`config.mk`:
```
export PLATFORM = sky130hd
export DESIGN_NAME = game_flow_ctrl
export DESIGN_NICKNAME = d
export VERILOG_FILES = /design/src/rtl/game_flow_ctrl.sv
export SDC_FILE = /design/constraint.sdc
export NUM_CORES = 1
export LEC_CHECK = 0
export BUFFER_PORTS_ARGS = -buffer_cell sky130_fd_sc_hd__buf_2
export CAP_MARGIN = 20
export CORE_MARGIN = 1.5
export CORE_UTILIZATION = 35
export DETAILED_ROUTE_END_ITERATION = 10
export GPL_TIMING_DRIVEN = 0
export PLACE_DENSITY = 0.58
export REMOVE_ABC_BUFFERS = 1
export SYNTH_ARGS = -nofsm -noshare
export SYNTH_HDL_FRONTEND = slang
export SYNTH_SLANG_ARGS = --single-unit
```
`constraint.sdc`:
```
create_clock -name clock_i -period 3.9 [get_ports clock_i]
set_input_delay 0.585 -clock clock_i [delete_from_list [all_inputs] [get_ports clock_i]]
set_output_delay 0.585 -clock clock_i [all_outputs]
set_load 0.05 [all_outputs]
```
`src/rtl/game_flow_ctrl.sv`:
```
// game_flow_ctrl: top-level game-flow FSM (WELCOME/START/PLAY/PAUSE/FINISH).
// Owns team-name entry, the start countdown, the round timer and pause
// arbitration, and drives freeze/reset controls to the rest of the game.
// Everything runs on the system clock; frame_tick_i is a one-cycle strobe
// per video frame.
// Optional feature: define GAME_FLOW_HISCORE_EN to build the best-score
// register; otherwise best_score_o is tied to 0.
//
// Handshake note: there is no valid/ready traffic here. Buttons are levels;
// a press is the first clock on which a level is seen high (btn & ~prev),
// and the FSM acts on that same edge, so outputs move one clock after the
// rising level. A held button never repeats.
module game_flow_ctrl #(
   parameter int NUM_PLAYERS    = 4,
   parameter int NAME_LEN       = 3,
   parameter int START_FRAMES   = 300,
   parameter int FRAMES_PER_SEC = 60,
   parameter int GAME_SECONDS   = 180,
   localparam int PW     = $clog2(NUM_PLAYERS + 1),
   localparam int TIME_W = $clog2(GAME_SECONDS + 1),
   localparam int CUR_W  = (NAME_LEN > 1) ? $clog2(NAME_LEN) : 1
) (
   input  logic                    clock_i,
   input  logic                    reset_ni,
   input  logic                    frame_tick_i,
   input  logic [PW-1:0]           num_players_i,
   input  logic [NUM_PLAYERS-1:0]  left_i,
   input  logic [NUM_PLAYERS-1:0]  right_i,
   input  logic [NUM_PLAYERS-1:0]  up_i,
   input  logic [NUM_PLAYERS-1:0]  down_i,
   input  logic [NUM_PLAYERS-1:0]  chop_i,
   input  logic [NUM_PLAYERS-1:0]  carry_i,
   input  logic [9:0]              score_i,
   output logic [2:0]              game_state_o,
   output logic [NAME_LEN*8-1:0]   team_name_o,
   output logic [CUR_W-1:0]        name_cursor_o,
   output logic [TIME_W-1:0]       time_left_o,
   output logic                    timer_go_o,
   output logic                    players_frozen_o,
   output logic                    round_reset_o,
   output logic [9:0]              best_score_o
);

   localparam int SC_W = $clog2(START_FRAMES + 1);
   localparam int FC_W = $clog2(FRAMES_PER_SEC + 1);
   localparam int OW   = (NUM_PLAYERS > 1) ? $clog2(NUM_PLAYERS) : 1;

   localparam logic [7:0]        CH_A       = 8'h41;
   localparam logic [7:0]        CH_Z       = 8'h5A;
   localparam logic [TIME_W-1:0] TIME_INIT  = TIME_W'(GAME_SECONDS);
   localparam logic [SC_W-1:0]   START_LAST = SC_W'(START_FRAMES - 1);
   localparam logic [SC_W-1:0]   START_DONE = SC_W'(START_FRAMES);
   localparam logic [FC_W-1:0]   FRAME_LAST = FC_W'(FRAMES_PER_SEC - 1);
   localparam logic [CUR_W-1:0]  CUR_LAST   = CUR_W'(NAME_LEN - 1);

   typedef enum logic [2:0] {
      ST_WELCOME = 3'd0,
      ST_START   = 3'd1,
      ST_PLAY    = 3'd2,
      ST_PAUSE   = 3'd3,
      ST_FINISH  = 3'd4
   } state_e;

   state_e state_q, state_d;

   logic [NUM_PLAYERS-1:0] left_prev_q, right_prev_q, up_prev_q;
   logic [NUM_PLAYERS-1:0] down_prev_q, chop_prev_q, carry_prev_q;
   logic [NUM_PLAYERS-1:0] active_mask;
   logic [NUM_PLAYERS-1:0] p_left, p_right, p_up, p_down, p_chop, p_carry;

   logic [NAME_LEN-1:0][7:0] name_q, name_d;
   logic [CUR_W-1:0]         cursor_q, cursor_d;
   logic [TIME_W-1:0]        time_left_q, time_left_d;
   logic [SC_W-1:0]          start_cnt_q, start_cnt_d;
   logic [FC_W-1:0]          frame_cnt_q, frame_cnt_d;
   logic [OW-1:0]            owner_q, owner_d;
   logic [PW-1:0]            active_q, active_d;
   logic                     round_reset_q, round_reset_d;

   logic [PW-1:0]            nump_eff;
   logic                     pause_req;
   logic [OW-1:0]            pause_idx;

   // Only player 0 navigates the name; the other players' nav bits are unused.
   logic unused_nav;
   assign unused_nav = ^{p_left, p_right, p_up, p_down};

   // Players with index below the latched active count may generate events.
   always_comb begin
      active_mask = '0;
      for (int i = 0; i < NUM_PLAYERS; i++) begin
         active_mask[i] = (int'(active_q) > i);
      end
   end

   assign p_left  = left_i  & ~left_prev_q  & active_mask;
   assign p_right = right_i & ~right_prev_q & active_mask;
   assign p_up    = up_i    & ~up_prev_q    & active_mask;
   assign p_down  = down_i  & ~down_prev_q  & active_mask;
   assign p_chop  = chop_i  & ~chop_prev_q  & active_mask;
   assign p_carry = carry_i & ~carry_prev_q & active_mask;

   // 0 players counts as 1; anything above NUM_PLAYERS is clamped.
   assign nump_eff = (num_players_i == '0) ? PW'(1) :
                     (int'(num_players_i) > NUM_PLAYERS) ? PW'(NUM_PLAYERS) :
                     num_players_i;

   // Pause request: chop and carry both held, one of them newly pressed;
   // descending scan leaves the lowest requesting index in pause_idx.
   always_comb begin
      pause_req = 1'b0;
      pause_idx = '0;
      for (int i = NUM_PLAYERS - 1; i >= 0; i--) begin
         if (chop_i[i] && carry_i[i] && active_mask[i] && (p_chop[i] || p_carry[i])) begin
            pause_req = 1'b1;
            pause_idx = OW'(i);
         end
      end
   end

   // Button history: every bus is sampled every clock.
   always_ff @(posedge clock_i or negedge reset_ni) begin
      if (!reset_ni) begin
         left_prev_q  <= '0;
         right_prev_q <= '0;
         up_prev_q    <= '0;
         down_prev_q  <= '0;
         chop_prev_q  <= '0;
         carry_prev_q <= '0;
      end else begin
         left_prev_q  <= left_i;
         right_prev_q <= right_i;
         up_prev_q    <= up_i;
         down_prev_q  <= down_i;
         chop_prev_q  <= chop_i;
         carry_prev_q <= carry_i;
      end
   end

   // Next-state and datapath updates for the game-flow FSM.
   always_comb begin
      state_d       = state_q;
      name_d        = name_q;
      cursor_d      = cursor_q;
      time_left_d   = time_left_q;
      start_cnt_d   = start_cnt_q;
      frame_cnt_d   = frame_cnt_q;
      owner_d       = owner_q;
      active_d      = active_q;
      round_reset_d = 1'b0;

      case (state_q)
         ST_WELCOME: begin
            if (p_chop[0]) begin
               state_d       = ST_START;
               active_d      = nump_eff;
               round_reset_d = 1'b1;
               time_left_d   = TIME_INIT;
               start_cnt_d   = '0;
               frame_cnt_d   = '0;
            end else if (p_up[0]) begin
               name_d[cursor_q] = (name_q[cursor_q] == CH_A) ? CH_Z : name_q[cursor_q] - 8'd1;
            end else if (p_down[0]) begin
               name_d[cursor_q] = (name_q[cursor_q] == CH_Z) ? CH_A : name_q[cursor_q] + 8'd1;
            end else if (p_right[0]) begin
               if (cursor_q != CUR_LAST) cursor_d = cursor_q + CUR_W'(1);
            end else if (p_left[0]) begin
               if (cursor_q != '0) cursor_d = cursor_q - CUR_W'(1);
            end
         end
         ST_START: begin
            if (frame_tick_i) begin
               if (start_cnt_q == START_LAST) begin
                  start_cnt_d = START_DONE;
                  state_d     = ST_PLAY;
               end else begin
                  start_cnt_d = start_cnt_q + SC_W'(1);
               end
            end
         end
         ST_PLAY: begin
            // Expiry is checked first so it beats a simultaneous pause.
            if (time_left_q == '0) begin
               state_d = ST_FINISH;
            end else begin
               if (frame_tick_i) begin
                  if (frame_cnt_q == FRAME_LAST) begin
                     frame_cnt_d = '0;
                     time_left_d = time_left_q - TIME_W'(1);
                  end else begin
                     frame_cnt_d = frame_cnt_q + FC_W'(1);
                  end
               end
               if (pause_req) begin
                  state_d = ST_PAUSE;
                  owner_d = pause_idx;
               end
            end
         end
         ST_PAUSE: begin
            if (p_chop[owner_q] && !carry_i[owner_q]) state_d = ST_PLAY;
         end
         ST_FINISH: begin
            if (p_chop[0]) begin
               state_d     = ST_WELCOME;
               cursor_d    = '0;
               time_left_d = TIME_INIT;
            end
         end
         default: state_d = ST_WELCOME;
      endcase
   end

   // State and datapath registers.
   always_ff @(posedge clock_i or negedge reset_ni) begin
      if (!reset_ni) begin
         state_q       <= ST_WELCOME;
         name_q        <= {NAME_LEN{CH_A}};
         cursor_q      <= '0;
         time_left_q   <= TIME_INIT;
         start_cnt_q   <= '0;
         frame_cnt_q   <= '0;
         owner_q       <= '0;
         active_q      <= PW'(1);
         round_reset_q <= 1'b0;
      end else begin
         state_q       <= state_d;
         name_q        <= name_d;
         cursor_q      <= cursor_d;
         time_left_q   <= time_left_d;
         start_cnt_q   <= start_cnt_d;
         frame_cnt_q   <= frame_cnt_d;
         owner_q       <= owner_d;
         active_q      <= active_d;
         round_reset_q <= round_reset_d;
      end
   end

`ifdef GAME_FLOW_HISCORE_EN
   logic [9:0] best_q;

   // Keep the best round total, captured on the FINISH-entry edge.
   always_ff @(posedge clock_i or negedge reset_ni) begin
      if (!reset_ni) begin
         best_q <= '0;
      end else if (state_q != ST_FINISH && state_d == ST_FINISH && score_i > best_q) begin
         best_q <= score_i;
      end
   end

   assign best_score_o = best_q;
`else
   logic unused_score;
   assign unused_score = ^score_i;
   assign best_score_o = '0;
`endif

   assign game_state_o     = state_q;
   assign team_name_o      = name_q;
   assign name_cursor_o    = cursor_q;
   assign time_left_o      = time_left_q;
   assign timer_go_o       = (state_q == ST_PLAY);
   assign players_frozen_o = (state_q != ST_PLAY);
   assign round_reset_o    = round_reset_q;

endmodule

```
; ---- Word level (Yosys, flattened, before mapping)
; Index checks and enable logic that the tools add are counted.
; W data, S select, Z words.
[totals]
ff_bits = 70
wordCells = 172
[op_classes]
n_addsub = 7
order_cmp = 8
eq_ne = 26
mux = 57
bitwise = 20
n_reduce_logical = 37
[op_table]
columns = operator, count
row1 = $mux W8, 8
row2 = $bwmux W24, 2
row3 = $mux W24, 2
row4 = $mux W3, 9
row5 = $mux W9, 3
row6 = $mux W2, 12
row7 = $mux W6, 4
row8 = $ne A2 B2 Y1 const B, 11
row9 = $pmux W9 S2, 1
row10 = $and A4 B4 Y4, 4
row11 = $bmux W8 S2, 1
row12 = $demux W8 S2, 1
row13 = $eq A8 B7 Y1 const B, 2
row14 = $pmux W8 S2, 1
row15 = $sub A8 B1 Y8 const B, 2
row16 = $pmux W3 S5, 1
row17 = $logic_and A1 B1 Y1, 14
row18 = $pmux W6 S2, 1
row19 = $reduce_bool A2 Y1, 6
row20 = $add A9 B1 Y9 const B, 1
row21 = $eq A9 B9 Y1 const B, 1
row22 = $ne A3 B3 Y1 const B, 3
row23 = $reduce_and A3 Y1, 3
row24 = $add A8 B1 Y8 const B, 1
row25 = other kinds (31), 61

; ---- Longest topological paths before layout
; Gate-level depths: netlist of the first run.
[logic_depth]
word_depth = 12
mapped_depth = 11
depth_no_buf = 9

; ---- Least setup slack after synthesis of the first run
; Ideal clock, no wire load.
[synth_path]
kind = register -> register
from = reg state_q[2] (netlist: game_state_o[2])
to = reg frame_cnt_q[5]
setup_ns = 0.136
arrival_time_ns = 2.458
t_required_ns = 3.764
path_slack_ns = 1.306
path_stages_with_launch = 12
path_cell_list = dfrtp_1 > buf_2 > nand2b_1 > or2_1 > buf_2 > clkinv_2 > and2_4 > buf_6 > a21oi_4 > nor3_1 > a21oi_2 > o21ai_0
[synth_via]
elab_chain_len = 3
word_cells_on_any_way = 8
cone_classes = 4 x eq/ne / 1 x mux / 3 x reduce/logical
[synth_lines]
columns = item, line_no
row1 = start: declaration, 64  ; state_e state_q, state_d;
row2 = start signal: assignment, 227  ; state_q <= state_d;
row3 = $eq A3 B2 Y1 *, -
row4 = net timer_go_o, 38  ; output logic timer_go_o,
row5 = $ne A2 B2 Y1 (no line) / $reduce_bool A2 Y1 (equally long branches), -
row6 = $reduce_and A4 Y1 (no line), -
row7 = end signal: assignment, 232  ; frame_cnt_q <= frame_cnt_d;
row8 = end: declaration, 75  ; logic [FC_W-1:0] frame_cnt_q, frame_cnt_d;
; Mark *: on every way through the listed nets, which the timed path passes. The rest lies on a longest branch.
; A chain may end at the register's enable or synchronous reset.

; ---- Worst setup path after layout of the first run
[layout_path]
from = reg cursor_q[0] (netlist: name_cursor_o[0])
to = reg name_q (netlist bit team_name_o[9])
[layout_via]
elab_chain_len = 7
word_cells_on_any_way = 17
cone_classes = 2 x add/sub / 2 x order compare / 2 x eq/ne / 10 x mux / 1 x reduce/logical
[layout_lines]
columns = item, line_no
row1 = start: declaration, 72  ; logic [CUR_W-1:0] cursor_q, cursor_d;
row2 = start signal: assignment, 229  ; cursor_q <= cursor_d;
row3 = $bmux W8 S2 (tied with other cells), "162, 164"
row4 = $mux W8 (implied by the code) / $logic_and A1 B1 Y1 (equally long branches), "162, 164"
row5 = $add A8 B1 Y8 (tied with other cells), 164  ; name_d[cursor_q] = (name_q[cursor_q] == CH_Z) ? CH_A : name_q[cursor_q] + 8'd1;
row6 = $mux W8 / $demux W8 S2 (equally long branches), "164, 162"
row7 = $bwmux W24, 164
row8 = $mux W24, 163  ; end else if (p_down[0]) begin
row9 = $mux W24 *, 161  ; end else if (p_up[0]) begin
row10 = end signal: assignment, 218  ; name_q <= {NAME_LEN{CH_A}};
row11 = end signal: assignment, 228  ; name_q <= name_d;
row12 = end: declaration, 71  ; logic [NAME_LEN-1:0][7:0] name_q, name_d;
; Mark *: on every way between the ends. The rest lies on a longest branch, timed or not. The select of a mux whose other input is x is not followed.

==> run metrics, run 1 <==
Worst setup EP type=flip-flop; Die ar.=approximately 0.012 mm^2; adder and majority cell fraction of the synthesized area=approximately 2.2%; post-route fraction of the period consumed by the critical path=around four fifths; first-pass GRT wire length=15.5 mm; placement row count=39; number of setup violations in the final report=0; Vias=roughly 3.2k; sinks on the clock net=70; max-cap violation count=0; Area contributors post-synth=sky130_fd_sc_hd__dfrtp_1, sky130_fd_sc_hd__dfstp_2, sky130_fd_sc_hd__o21ai_0, sky130_fd_sc_hd__nand2_1, sky130_fd_sc_hd__mux2_2; hold_ws=0.365 ns; Synth area leader=sky130_fd_sc_hd__dfrtp_1; Antenna diodes=0; post-CTS setup-driven buffer insertion count=0; largest net degree at the start of global routing=71; count of nets left with antenna violations after detail routing=0; initial standard-cell utilization of the core=a little over a third; Max Clk Rate=322 MHz; worst hold-check path type=primary input to asynchronous set/reset pin; number of max-slew violations in the final report=0; clock slew at reported path FFs=~0.05 ns; startpoint types=flip-flop; synthesized-area fraction occupied by xor and xnor cells=under 10%; htree depth=3; number of distinct library cells after synthesis=70; critical path endpoint=team_name_o[9]$_DFFE_PN0P_; status=finished clean; number of top-level design ports=90; Chip Height=~110 um; final design utilization=about two fifths; worst-case headroom to the max-slew limit=approximately a third; reg-to-reg endpoint=team_name_o[9]$_DFFE_PN0P_; initial antenna violation count=0; leading post-synthesis cells by instance count=sky130_fd_sc_hd__dfrtp_1, sky130_fd_sc_hd__nand2_1, sky130_fd_sc_hd__o21ai_0; share of synthesized area spent on multiplexers=around 6.6%; area inside the core boundary=about 0.011 mm^2; most numerous cell in the Yosys netlist=sky130_fd_sc_hd__dfrtp_1; worst-case register-to-register setup slack=0.79 ns; via/cell ratio=roughly 5.3; DRC violation total after the first TritonRoute iteration=195; clock latency of the later-clocked register in the worst-skew pair=0.34 ns; Fin Clk Skew=roughly 0.0095 ns; Critical R2R Launch=name_cursor_o[0]$_DFFE_PN0P_; Tot GR Track Use=between 10% and 20%; post-synthesis share of cell area spent on and, or, nand and nor gates=~23%; Gate Count Post-Synth=just over 400; detailed-route DRC error count=0; VDD IR-drop max=roughly 0.22 mV; global route overflow=0; setup repair after global routing missed its margin=false; total length of routed wires=approximately 9.3 mm; flip-flop and latch count after synthesis=70; dominant combinational cell family by area after synthesis=simple AND/OR/NAND/NOR gates; Cell Count, Final, Fillers Out=slightly above 600; 1st-pass router iterations=4; count of input and output buffers=57; average footprint of a synthesized cell=slightly below 10 um^2; number of nets in the final layout=512; actual transition at the worst max-transition pin=0.989 ns; cells on worst reg2reg path=9; sequential cell area fraction in the yosys report=between 40 and 50%; fraction of the mapped netlist area in compound gates=roughly 16%; wire length per cell=between 15 and 20 um; Chip Width=110 um; Leakage Power=0.00219 uW; share of async-settable or async-resettable flops after synthesis=100%; CTS Buf Count=9; number of instances resized during post-cts repair=0; Setup Total Neg Slack=0 ns; Primary FF master, synth=sky130_fd_sc_hd__dfrtp_1; Area growth, synth to finish=14.7%; area share of the largest cell type after synthesis=between 30 and 40%; shortest clock period the worst path allows after layout=3.11 ns; power density over the cells=~340 mW/mm^2; final weighted congestion in routability-driven placement=around 0.84; layout cells sized above 1=26.6%; hold buffers post-CTS=0; post-synthesis cell area=just over 0.004 mm^2; required time of the critical path=around 4.2 ns; Post-Place Cells=slightly below 600; Post-synth EDFFs=0; vias in the first global route=around 3.1k; detailed placer's ending HPWL=6.53 mm; CTS tree=built; root buffer cell=sky130_fd_sc_hd__clkbuf_16; arrival time at the worst endpoint=~3.4 ns; Yosys warnings=0; critical path class=flip-flop to flip-flop; Critical Path Source=name_cursor_o[0]$_DFFE_PN0P_; maximum buffer depth of the clock tree=2; Max FO, Critical Path=22; count of final hold-check violations=0
critical path, cell delays in order (launching register included):
cell and delay (ns):
sky130_fd_sc_hd__dfrtp_1 0.95, sky130_fd_sc_hd__nor2b_4 0.53, sky130_fd_sc_hd__o2bb2ai_2 0.21, sky130_fd_sc_hd__inv_1 0.13
sky130_fd_sc_hd__ha_1 0.19, sky130_fd_sc_hd__and4_1 0.18, sky130_fd_sc_hd__nor3b_2 0.18, sky130_fd_sc_hd__nand2b_1 0.16
sky130_fd_sc_hd__a22oi_1 0.28, sky130_fd_sc_hd__mux2_2 0.21
cell type report:
cell class                 instances  area [um^2]
clock buffer                      15          268
clock inverter                     1         5.00
fill                            1130         6690
inverter                          11         42.5
multi-input combinational        316         2080
sequential                        70         1770
tap                              143          179
timing repair buffer              57          288
layer usage:
layer	part of all wire [%]	GRT usage (%)
met5	0	0
met4	2.0	6.14
met3	6.0	4.94
met2	47	27.4
met1	45	20.9
how the worst min path moves through the flow:
stage | end | startpoint | slack [ns]
2_1_floorplan | active_q[1]$_DFFE_PN0P_ | reset_ni | 0.29
3_3_place_gp | start_cnt_q[1]$_DFFE_PN0P_ | start_cnt_q[1]$_DFFE_PN0P_ | 0.48
3_5_place_dp | frame_cnt_q[1]$_DFFE_PN0P_ | frame_cnt_q[1]$_DFFE_PN0P_ | 0.50
4_1_cts | up_prev_q[0]$_DFF_PN0_ | up_i[0] | 0.36
5_1_grt | chop_prev_q[2]$_DFF_PN0_ | chop_i[2] | 0.36
6_report | team_name_o[23]$_DFFE_PN0P_ | reset_ni | 0.36
logic make-up after synthesis:
family / count (synthesis)
mux: 25
flops: 70
other cells: 1
fa+ha+maj: 7
xor+xnor: 15
buf+inv: 36
compound gates: 96
simple gates: 163
through the flow:
step / instance area [um^2] / worst slack (ns) / total power, uW
final: 4630 / 0.794 / 1550
after CTS: 4630 / 0.804 / 1570
after detailed placement: 4360 / 0.832 / 807
after global routing: 4630 / 0.600 / 1620
after global placement: 4350 / 0.897 / 806
after floorplan: 3890 / 1.04 / 777
power by group:
| group | leakage, uW | total [uW] | internal, uW | switching (uW) |
|---|---|---|---|---|
| clock network | 0.000134 | 758 | 465 | 293 |
| logic | 0.00116 | 57.1 | 10.3 | 46.8 |
| registers | 0.000895 | 736 | 734 | 2.07 |
| total | 0.00219 | 1550 | 1210 | 342 |
sequential cells by signal, summed over array words and instances, names as in the netlist:
name,flops
active_q,3
carry_prev_q,4
chop_prev_q,4
down_prev_q,1
frame_cnt_q,6
game_state_o,3
left_prev_q,1
name_cursor_o,2
owner_q,2
right_prev_q,1
round_reset_o,1
start_cnt_q,9
team_name_o,24
time_left_o,8
up_prev_q,1
layout by cell type (no fill, tap or decap), drive strengths merged, types with 7 or more instances in the layout:
master	synthesis	routed
nand4	8	8
buf	21	57
dfstp	11	11
mux2i	11	11
clkbuf	4	15
xnor2	9	9
inv	10	10
a21oi	24	24
nand2	43	43
dfrtp	59	59
nand2b	9	9
o21ai	43	43
nor3	15	15
conb	1	10
mux2	14	14
ha	7	7
nand3	16	16
nor2	31	31
Note: power is estimated with default switching activity, not from simulation.
==> run 2: changes to the inputs <==
Settings changed: ABC_AREA set to 1, PLACE_DENSITY 0.58 to 0.59.
Clock period 3.9 ns to 2.7 ns, I/O delays scaled along.
==> run metrics, run 2 <==
clock slew at reported path FFs=0.06 ns (was 0.05 ns); first-pass GRT wire length=17.4 mm (was 15.5 mm); number of distinct library cells after synthesis=39 (was 70); VDD IR-drop max=0.521 mV (was 0.221 mV); Area contributors post-synth=sky130_fd_sc_hd__dfrtp_1, sky130_fd_sc_hd__nand2_1, sky130_fd_sc_hd__dfstp_2, sky130_fd_sc_hd__nand3_1, sky130_fd_sc_hd__inv_1 (was sky130_fd_sc_hd__dfrtp_1, sky130_fd_sc_hd__dfstp_2, sky130_fd_sc_hd__o21ai_0, sky130_fd_sc_hd__nand2_1, sky130_fd_sc_hd__mux2_2); Vias=3797 (was 3221); fin area=0.00491 mm^2 (was 0.00463 mm^2); setup repair after global routing missed its margin=false (unchanged); vias in the first global route=3509 (was 3140); number of top-level design ports=90 (unchanged); area inside the core boundary=0.0116 mm^2 (was 0.0113 mm^2); Gate Count Post-Synth=559 (was 413); wire length per cell=13.8 um (was 15.2 um); post-CTS setup-driven buffer insertion count=0 (unchanged); Primary FF master, synth=sky130_fd_sc_hd__dfrtp_1 (unchanged); share of async-settable or async-resettable flops after synthesis=100% (unchanged); post-synthesis cell area=0.00420 mm^2 (was 0.00404 mm^2); reg-to-reg endpoint=team_name_o[12]$_DFFE_PN0P_ (was team_name_o[9]$_DFFE_PN0P_); via/cell ratio=4.94 (was 5.25); Leakage Power=0.00256 uW (was 0.00219 uW); CTS Buf Count=9 (unchanged); detailed-route DRC error count=6 (was 0); CTS tree=built (unchanged); leading cell types in the layout, fill and taps excluded=sky130_fd_sc_hd__nand2_1, sky130_fd_sc_hd__dfrtp_1, sky130_fd_sc_hd__buf_2 (was sky130_fd_sc_hd__dfrtp_1, sky130_fd_sc_hd__buf_2, sky130_fd_sc_hd__nand2_1); Setup Total Neg Slack=0 ns (unchanged); htree depth=3 (unchanged); Chip Height=113 um (was 110 um); Chip Width=113 um (was 110 um); area share of the largest cell type after synthesis=35.2% (was 36.6%); instance area after placement=0.00458 mm^2 (was 0.00436 mm^2); required time of the critical path=2.97 ns (was 4.17 ns); Yosys warnings=0 (unchanged); crit-path cells=inv_4, nor2_1, nand2_1, nand3_2, inv_2, ha_1, nand4_1, nor2_1, a21oi_2, nand3_1, nand2_1, nand2_1, nand2_1 (was nor2b_4, o2bb2ai_2, inv_1, ha_1, and4_1, nor3b_2, nand2b_1, a22oi_1, mux2_2); worst-case headroom to the max-slew limit=40.2% (was 33.8%); arrival time at the worst endpoint=2.70 ns (was 3.37 ns); Area growth, synth to finish=17.0% (was 14.7%); total length of routed wires=10.6 mm (was 9.30 mm); Fin Clk Skew=0.00587 ns (was 0.00953 ns); count of input and output buffers=57 (unchanged); number of setup violations in the final report=0 (unchanged); cells on worst reg2reg path=13 (was 9); library cell appearing most often on the critical path=sky130_fd_sc_hd__nand2_1; Max FO, Critical Path=12 (was 22); worst hold-check path type=primary input to asynchronous set/reset pin (unchanged); flip-flop and latch count after synthesis=70 (unchanged); 1st-pass router iterations=10 (was 4); layout cells sized above 1=20.6% (was 26.6%); count of nets left with antenna violations after detail routing=0 (unchanged); Critical R2R Launch=name_cursor_o[1]$_DFFE_PN0P_ (was name_cursor_o[0]$_DFFE_PN0P_); Post-synth EDFFs=0 (unchanged); flip-flop count of the largest register after layout=24 (unchanged); most numerous cell in the Yosys netlist=sky130_fd_sc_hd__nand2_1 (was sky130_fd_sc_hd__dfrtp_1); most frequent standard cell in the layout excluding fill and tap cells=sky130_fd_sc_hd__nand2_1 (was sky130_fd_sc_hd__dfrtp_1); actual transition at the worst max-transition pin=0.898 ns (was 0.989 ns); initial antenna violation count=0 (unchanged); placement row count=39 (unchanged); Die ar.=0.0127 mm^2 (was 0.0122 mm^2); cell type group with the largest total delay on the critical path=simple AND/OR/NAND/NOR gates (unchanged); status=complete, but fails checks (was finished clean); critical path class=flip-flop to flip-flop (unchanged); DRC violation total after the first TritonRoute iteration=228 (was 195); leading post-synthesis cells by instance count=sky130_fd_sc_hd__nand2_1, sky130_fd_sc_hd__dfrtp_1, sky130_fd_sc_hd__nand3_1 (was sky130_fd_sc_hd__dfrtp_1, sky130_fd_sc_hd__nand2_1, sky130_fd_sc_hd__o21ai_0); post-route fraction of the period consumed by the critical path=89.9% (was 79.6%); largest net degree at the start of global routing=71 (unchanged); max-cap violation count=0 (unchanged); highest cell delay on the worst timing path=0.58 ns (was 0.95 ns); sequential cell area fraction in the yosys report=42.0% (was 43.7%); Worst setup EP type=flip-flop (unchanged); Tot GR Track Use=17.4% (was 16.8%); startpoint types=flip-flop (unchanged); worst-case register-to-register setup slack=0.27 ns (was 0.79 ns); sinks on the clock net=70 (unchanged); number of nets in the final layout=668 (was 512); Max Clk Rate=412 MHz (was 322 MHz); initial standard-cell utilization of the core=36.3% (was 35.7%); clock latency of the later-clocked register in the worst-skew pair=0.33 ns (was 0.34 ns); detailed placer's ending HPWL=7.61 mm (was 6.53 mm); Critical Path Source=name_cursor_o[1]$_DFFE_PN0P_ (was name_cursor_o[0]$_DFFE_PN0P_); number of max-slew violations in the final report=0 (unchanged); count of buffer and inverter cells on the critical path=2 (was 1); root buffer cell=sky130_fd_sc_hd__clkbuf_16 (unchanged); shortest clock period the worst path allows after layout=2.43 ns (was 3.11 ns); failing checks=DRC; average footprint of a synthesized cell=7.51 um^2 (was 9.77 um^2); CP max-delay cell=sky130_fd_sc_hd__dfrtp_2 (was sky130_fd_sc_hd__dfrtp_1); count of final hold-check violations=0 (unchanged); power density over the cells=1330 mW/mm^2 (was 335 mW/mm^2); global route overflow=0 (unchanged); Synth area leader=sky130_fd_sc_hd__dfrtp_1 (unchanged); final weighted congestion in routability-driven placement=0.922 (was 0.835); maximum buffer depth of the clock tree=2 (unchanged); Antenna diodes=0 (unchanged)
==> run 2: cell count changes after synthesis, moves of 8 or more <==
| cell | previous run | this run |
|---|---|---|
| sky130_fd_sc_hd__nor2_1 | 30 | 39 |
| sky130_fd_sc_hd__nand3_1 | 15 | 51 |
| sky130_fd_sc_hd__mux2i_1 | 11 | 0 |
| sky130_fd_sc_hd__nand2_1 | 43 | 194 |
| sky130_fd_sc_hd__inv_1 | 10 | 49 |
| sky130_fd_sc_hd__nor2_2 | 1 | 9 |
| sky130_fd_sc_hd__mux2_2 | 14 | 0 |
| sky130_fd_sc_hd__nand2b_1 | 9 | 0 |
| sky130_fd_sc_hd__o21ai_0 | 37 | 24 |
==> run 2: metal layers <==
layer	up-vias	wire [um]	global-route usage (%)
li1	1907	-	-
met5	-	0	0
met1	1776	5140	24.2
met3	14	733	3.13
met4	0	206	7.00
met2	100	4510	27.0
==> run 2: power breakdown <==
part           leakage, uW  switching [uW]  internal [uW]
logic              0.00153            2540            948
clock network     0.000152             474            812
registers         0.000879             352           1410
==> run 2: cell families (layout without fill, tap and decap cells) <==
kind of cell               Yosys count  after routing  synth area share [%]
adders and majority gates            7              7                  2.09
xor gates and xnor gates            15             15                  3.13
other                                1             10                0.0893
DFF                                 70             70                  42.0
buffers and inverters               74            132                  8.19
and+or+nand+nor                    336            336                  37.2
AOI/OAI and AO/OA                   56             56                  7.27
==> run 2: timing repair <==
item                                    CTS  global route
resized for setup                         0             3
endpoints found under the setup margin    0            18
hold buffers                              0             0
==> run 2: metrics by stage <==
stage	total power [uW]	hold slack, ns	worst slack [ns]	cells	util [%]
2_1_floorplan	4420	0.109	0.262	553	-
3_3_place_gp	5220	0.472	0.0529	753	39.6
3_5_place_dp	5260	0.472	0.0498	753	39.6
4_1_cts	6570	0.186	0.0153	769	42.4
5_1_grt	7030	0.187	0.0316	769	42.5
6_report	6540	0.181	0.274	769	42.5
==> run 2: area by class of cell <==
type,instances,area (um^2)
clock buffers,9,225
clock inverters,7,97.6
fillers,1216,6650
inverters,59,226
multi-input cells,424,2130
flip-flops and latches,70,1770
well taps,143,179
repair buffers,57,288
==> run 2: worst max-delay path by stage <==
stage	slack, ns	cells after the start	endpoint
global placement	0.05	12	team_name_o[10]$_DFFE_PN0P_
finish	0.27	13	team_name_o[12]$_DFFE_PN0P_
global route	0.03	13	team_name_o[20]$_DFFE_PN0P_
CTS	0.02	12	team_name_o[4]$_DFFE_PN0P_
floorplan	0.26	8	frame_cnt_q[3]$_DFFE_PN0P_
detailed placement	0.05	12	team_name_o[4]$_DFFE_PN0P_
